==> config.mk <==
export PLATFORM = sky130hd
export DESIGN_NAME = branch_predictor_flat
export DESIGN_NICKNAME = d
export VERILOG_FILES = /design/src/rtl/branch_predictor_if.sv /design/src/rtl/branch_predictor.sv /design/src/flat_wrapper.sv
export SDC_FILE = /design/constraint.sdc
export NUM_CORES = 1
export LEC_CHECK = 0
export CAP_MARGIN = 25
export CORE_UTILIZATION = 45
export DETAILED_ROUTE_END_ITERATION = 8
export HOLD_SLACK_MARGIN = 0.12
export PLACE_DENSITY_LB_ADDON = 0.25
export SLEW_MARGIN = 10
export SYNTH_ARGS = -nofsm -noshare
export SYNTH_HDL_FRONTEND = slang
export SYNTH_SLANG_ARGS = --single-unit
==> constraint.sdc <==
create_clock -name clk -period 5.8 [get_ports clk]
set_input_delay 1.16 -clock clk [delete_from_list [all_inputs] [get_ports clk]]
set_output_delay 1.16 -clock clk [all_outputs]
set_load 0.02 [all_outputs]
==> src/rtl/branch_predictor_if.sv <==
// rtl/branch_predictor_if.sv - lookup, update and clear signals of the branch predictor
// Ports (master = next-PC / resolve side, slave = predictor):
//   PF_PC, upd_en, upd_pc, upd_taken, upd_target, btb_clear : master -> slave
//   branch, target_addr, pred_hit                            : slave -> master
interface branch_predictor_if;
    logic [31:0] PF_PC;
    logic        upd_en;
    logic [31:0] upd_pc;
    logic        upd_taken;
    logic [31:0] upd_target;
    logic        btb_clear;
    logic        branch;
    logic [31:0] target_addr;
    logic        pred_hit;

    modport master (
        output PF_PC, upd_en, upd_pc, upd_taken, upd_target, btb_clear,
        input  branch, target_addr, pred_hit
    );

    modport slave (
        input  PF_PC, upd_en, upd_pc, upd_taken, upd_target, btb_clear,
        output branch, target_addr, pred_hit
    );
endinterface

==> src/rtl/branch_predictor.sv <==
// rtl/branch_predictor.sv - direct-mapped BTB with 2-bit saturating direction counters
// Ports:
//   clk : clock, all state changes on the rising edge
//   rst : synchronous active-high reset
//   bp  : branch_predictor_if.slave (combinational lookup of PF_PC, resolved-branch
//         update port, whole-table clear)
module branch_predictor #(
    parameter int IDX_W = 4
) (
    input  logic               clk,
    input  logic               rst,
    branch_predictor_if.slave  bp
);
    localparam int N     = 1 << IDX_W;
    localparam int TAG_W = 30 - IDX_W;

    logic             valid_q [N];
    logic [TAG_W-1:0] tag_q   [N];
    logic [29:0]      tgt_q   [N];
    logic [1:0]       ctr_q   [N];

    // Lookup: purely combinational from PF_PC and the registered table
    logic [IDX_W-1:0] lk_idx;
    logic             lk_hit;

    always_comb begin
        lk_idx = bp.PF_PC[IDX_W+1:2];
        lk_hit = valid_q[lk_idx] && (tag_q[lk_idx] == bp.PF_PC[31:IDX_W+2])
                 && (bp.PF_PC[1:0] == 2'b00);
    end

    assign bp.pred_hit    = lk_hit;
    assign bp.branch      = lk_hit & ctr_q[lk_idx][1];
    assign bp.target_addr = (lk_hit & ctr_q[lk_idx][1]) ? {tgt_q[lk_idx], 2'b00} : 32'h0;

    // Update: compute the single entry write for this cycle
    logic [IDX_W-1:0] upd_idx;
    logic             upd_hit;
    logic             wr_en;
    logic [TAG_W-1:0] tag_d;
    logic [29:0]      tgt_d;
    logic [1:0]       ctr_d;

    always_comb begin
        upd_idx = bp.upd_pc[IDX_W+1:2];
        upd_hit = valid_q[upd_idx] && (tag_q[upd_idx] == bp.upd_pc[31:IDX_W+2]);
        wr_en   = 1'b0;
        tag_d   = tag_q[upd_idx];
        tgt_d   = tgt_q[upd_idx];
        ctr_d   = ctr_q[upd_idx];
        if (bp.upd_en && (bp.upd_pc[1:0] == 2'b00)) begin
            if (upd_hit) begin
                wr_en = 1'b1;
                if (bp.upd_taken) begin
                    ctr_d = (ctr_q[upd_idx] == 2'b11) ? 2'b11 : ctr_q[upd_idx] + 2'd1;
                    tgt_d = bp.upd_target[31:2];
                end else begin
                    ctr_d = (ctr_q[upd_idx] == 2'b00) ? 2'b00 : ctr_q[upd_idx] - 2'd1;
                end
            end else if (bp.upd_taken) begin
                // Allocate over whatever lives at this index, weakly taken
                wr_en = 1'b1;
                tag_d = bp.upd_pc[31:IDX_W+2];
                tgt_d = bp.upd_target[31:2];
                ctr_d = 2'b10;
            end
            // Not-taken miss leaves any aliased entry untouched
        end
    end

    // Targets are word aligned; the low bits carry no information
    logic unused_tgt_lsb;
    assign unused_tgt_lsb = ^bp.upd_target[1:0];

    // Tag and target need no reset: valid=0 masks them
    always_ff @(posedge clk) begin
        if (rst) begin
            for (int i = 0; i < N; i++) begin
                valid_q[i] <= 1'b0;
                ctr_q[i]   <= 2'b00;
            end
        end else if (bp.btb_clear) begin
            for (int i = 0; i < N; i++) begin
                valid_q[i] <= 1'b0;
            end
        end else if (wr_en) begin
            valid_q[upd_idx] <= 1'b1;
            tag_q[upd_idx]   <= tag_d;
            tgt_q[upd_idx]   <= tgt_d;
            ctr_q[upd_idx]   <= ctr_d;
        end
    end
endmodule

==> src/flat_wrapper.sv <==
// flat-port wrapper written by rule: the top's interface ports become plain ports
module branch_predictor_flat 
#(
    parameter int IDX_W = 4
)
  (clk, rst, bp_PF_PC, bp_upd_en, bp_upd_pc, bp_upd_taken, bp_upd_target, bp_btb_clear, bp_branch, bp_target_addr, bp_pred_hit);
  branch_predictor_if bp_i ();
  input  logic clk;
  input  logic rst;
  input wire logic [$bits(bp_i.PF_PC)-1:0] bp_PF_PC;
  input wire logic [$bits(bp_i.upd_en)-1:0] bp_upd_en;
  input wire logic [$bits(bp_i.upd_pc)-1:0] bp_upd_pc;
  input wire logic [$bits(bp_i.upd_taken)-1:0] bp_upd_taken;
  input wire logic [$bits(bp_i.upd_target)-1:0] bp_upd_target;
  input wire logic [$bits(bp_i.btb_clear)-1:0] bp_btb_clear;
  output wire logic [$bits(bp_i.branch)-1:0] bp_branch;
  output wire logic [$bits(bp_i.target_addr)-1:0] bp_target_addr;
  output wire logic [$bits(bp_i.pred_hit)-1:0] bp_pred_hit;
  assign bp_i.PF_PC = bp_PF_PC;
  assign bp_i.upd_en = bp_upd_en;
  assign bp_i.upd_pc = bp_upd_pc;
  assign bp_i.upd_taken = bp_upd_taken;
  assign bp_i.upd_target = bp_upd_target;
  assign bp_i.btb_clear = bp_btb_clear;
  assign bp_branch = bp_i.branch;
  assign bp_target_addr = bp_i.target_addr;
  assign bp_pred_hit = bp_i.pred_hit;
  branch_predictor #(.IDX_W(IDX_W)) u_core (.clk(clk), .rst(rst), .bp(bp_i));
endmodule
==> flow_summary.toml <==
[run_status]
status = "completed"

[timing]
finalSetupViolations = 0
fin_ws_ns = 0.0848
hold_viol = 0
drv_slew = 0
relSlewSlack_pct = 38.8
fin_crit_sh_pct = 98.5
fin_crit_ns = 5.72
fmax_ghz = 0.175
worst_slew_pin_slew_ns = 0.915
clock-skew-final_ns = 0.0347

[min_path]
holdCritPathClass = "flop to flop"

[global_routing]
antenna_found_initial = 1
grt_use_total_pct = 23.5
globalRouteOverflowTotal = 0
first_global_vias = 23500
grt_max_degree = 92
grt_pass1_wl_um = 159000

[synth]
synth-main-ff-cell = "edfxtp_1"
avgSynthCellArea_um2 = 20.0
yosys_warnings = 0
yosys.area.top_type_share_pct = 66.5
synthCells = 2094
synth_top_area_cell = "edfxtp_1"
yosys-top-cells-area = "edfxtp_1 66%, mux4_2 19%, mux2i_1 2.9%"
ys_ff_latch = 944
ys_types = 73
synth_edf_count = 928
syn_area_mm2 = 0.0419
synth_async_sr_flop_share_pct = 0
synth_seq_area_share_pct = 67.2

[drt]
wire_per_inst_um = 29.8
wl_met1_um = 43800
drc_errors = 0
vias_per_cell = 6.13
drt_iter0_markers = 2152
met2_wirelength_um = 54400
drt-total-wl_um = 110000
antenna_left = 0
met3_length_um = 8120
drt_first_pass_iters = 6
top_layer = "met5"
vias = 22600

[clocking]
cts.sinks = 944
clockRootBuffer = "clkbuf_16"
htreeDepth = 3
tritoncts = "done"
clk_latency_ns = 0.70
cts.clk_slew.worst_paths_ns = 0.06
clock_path_buffers = 3
cts-hold-fix-buffers = 0
cts-buffers-inserted = 98

[critical_path]
r2r_start = "u_core.tag_q[15][4]$_DFFE_PP_"
crit_required_ns = 4.64
rrSetupSlack_ns = 1.50
path_class = "input port to output port"
r2r_end = "u_core.ctr_q[2][0]$_SDFFCE_PN0P_"
cp-endpoint = "bp_target_addr[21]"
critPathArrivalTime_ns = 4.56
startpoint = "bp_PF_PC[2]"
critPathCaptureType = "output port"
reg2regPathDepth = 11
cp-start-kind = "input port"
cp_max_fo = 30

[floorplanning]
die-width_um = 307
start_util_pct = 45.6
core-area_mm2 = 0.0919
pin_count = 135
rows = 111
die-area_mm2 = 0.0944
dieHeight_um = 307

[final_layout]
antenna_cells_inserted = 0
nNetsFinal = 2464
area_growth_pct = 17.8
final_util_pct = 53.7
drive_above_1_share_pct = 32.8

[place]
io_buffers = 130
gp_congestion = 0.880
place_ws_ns = -0.377
dp_hpwl_um = 67500

[power]
peakVddDrop_mv = 0.304
power.density_mw_per_mm2 = 298
power_leakage_uw = 0.0162

[run]
drv_cap = 0
critical path: stages:
cell and delay (ns):
buf_8 0.15, buf_16 0.20, buf_4 0.16, mux4_2 0.50
mux4_2 0.48, xnor2_1 0.18, nand4_1 0.24, nor3_2 0.21
buf_4 0.14, nand4_1 0.13, buf_4 0.19, nand2b_4 0.14
buf_12 0.18, nor2b_1 0.13, dlygate4sd2_1 0.34
what timing repair did:
action                     4_1_cts  5_1_grt
gates resized for setup         53       34
setup buffers                    0        1
setup endpoints to repair       32       31
gates cloned                     0        0
pin swaps                        1        3
worst min path at each step:
stage,start,end,slack [ns],cells after the start
finish,u_core.valid_q[12]$_DFF_P_,u_core.valid_q[12]$_DFF_P_,0.48,1
global route,u_core.valid_q[3]$_DFF_P_,u_core.valid_q[3]$_DFF_P_,0.50,1
CTS,u_core.valid_q[6]$_DFF_P_,u_core.valid_q[6]$_DFF_P_,0.48,1
detailed placement,u_core.valid_q[12]$_DFF_P_,u_core.valid_q[12]$_DFF_P_,0.46,1
global placement,u_core.valid_q[6]$_DFF_P_,u_core.valid_q[6]$_DFF_P_,0.45,1
floorplan,u_core.valid_q[14]$_DFF_P_,u_core.valid_q[14]$_DFF_P_,0.44,1
routing by layer:
layer | track usage (%) | vias up
met5 | 0 | -
met4 | 8.52 | 2
met3 | 4.27 | 209
met2 | 38.5 | 1021
met1 | 31.6 | 12000
li1 | - | 9383
flip-flops by register name, indices dropped and copies added, names as in the netlist:
name            cells
u_core.tag_q      416
u_core.tgt_q      480
u_core.valid_q     16
u_core.ctr_q       32
cell type report:
| class | instances | area, um^2 |
|---|---|---|
| Inverter | 21 | 78.8 |
| Fill cell | 7159 | 42600 |
| Clock buffer | 121 | 2580 |
| Sequential cell | 944 | 28200 |
| Multi-Input combinational cell | 993 | 13300 |
| Clock inverter | 62 | 500 |
| Tap cell | 1243 | 1560 |
| Timing Repair Buffer | 305 | 3210 |
stage by stage:
stage / setup TNS [ns] / area (um^2) / hold slack (ns) / instances / power [uW]
global route: -0.0375 / 49400 / 0.500 / 3689 / 15100
finish: 0 / 49400 / 0.479 / 3689 / 14700
detailed placement: -9.80 / 46200 / 0.462 / 3504 / 8850
global placement: -9.34 / 46200 / 0.454 / 3504 / 8830
CTS: 0 / 49300 / 0.476 / 3687 / 14800
floorplan: -8.66 / 41900 / 0.438 / 2095 / 8400
cells in the mapped netlist (all sizes together), types with 2 or more instances:
cell,number
o22ai,9
xor2,14
mux2,38
nor2,31
a22oi,32
a21oi,22
mux4,361
clkbuf,66
a2111oi,3
dfxtp,16
a21o,19
a41oi,2
nor3b,2
or4,4
a22o,4
mux2i,123
o211ai,4
o21ai,11
o2bb2ai,2
nor4,21
nand2b,6
buf,71
nor2b,79
a41o,3
and2,5
inv,20
a21boi,2
o41ai,2
o221ai,3
o2111ai,5
nand4,9
nand3,19
o21a,3
or2,21
a31oi,5
a211oi,15
nor3,12
edfxtp,928
o22a,3
nand2,48
xnor2,36
layout by cell type, fill, tap and decap left out, drive strengths merged, types with 16 or more instances in the layout:
cell           Yosys  routed
a21o              19      19
a21oi             22      22
a22oi             32      32
buf               71     185
clkbuf            66     131
clkdlybuf4s50      0      90
clkinv             1      55
dfxtp             16      16
edfxtp           928     928
inv               20      24
mux2              38      38
mux2i            123     123
mux4             361     361
nand2             48      48
nand3             19      19
nor2              31      31
nor2b             79      79
nor4              21      21
or2               21      21
xnor2             36      36
cells by family after synthesis:
kind of cell | share of synthesized area (%)
simple gates | 3.85
flops | 67.2
other cells | 0.00895
xor+xnor | 1.04
mux | 23.4
buf+inv | 1.66
compound gates | 2.81
fa+ha+maj | 0.0239
where the power goes:
| group | internal [uW] | switching (uW) | total [uW] | leakage, uW |
|---|---|---|---|---|
| sequential | 7560 | 5.37 | 7560 | 0.00851 |
| combinational | 511 | 642 | 1150 | 0.00619 |
| clock | 3330 | 2670 | 6000 | 0.00150 |
| total | 11400 | 3320 | 14700 | 0.0162 |
(Power assumes the default switching activity.)
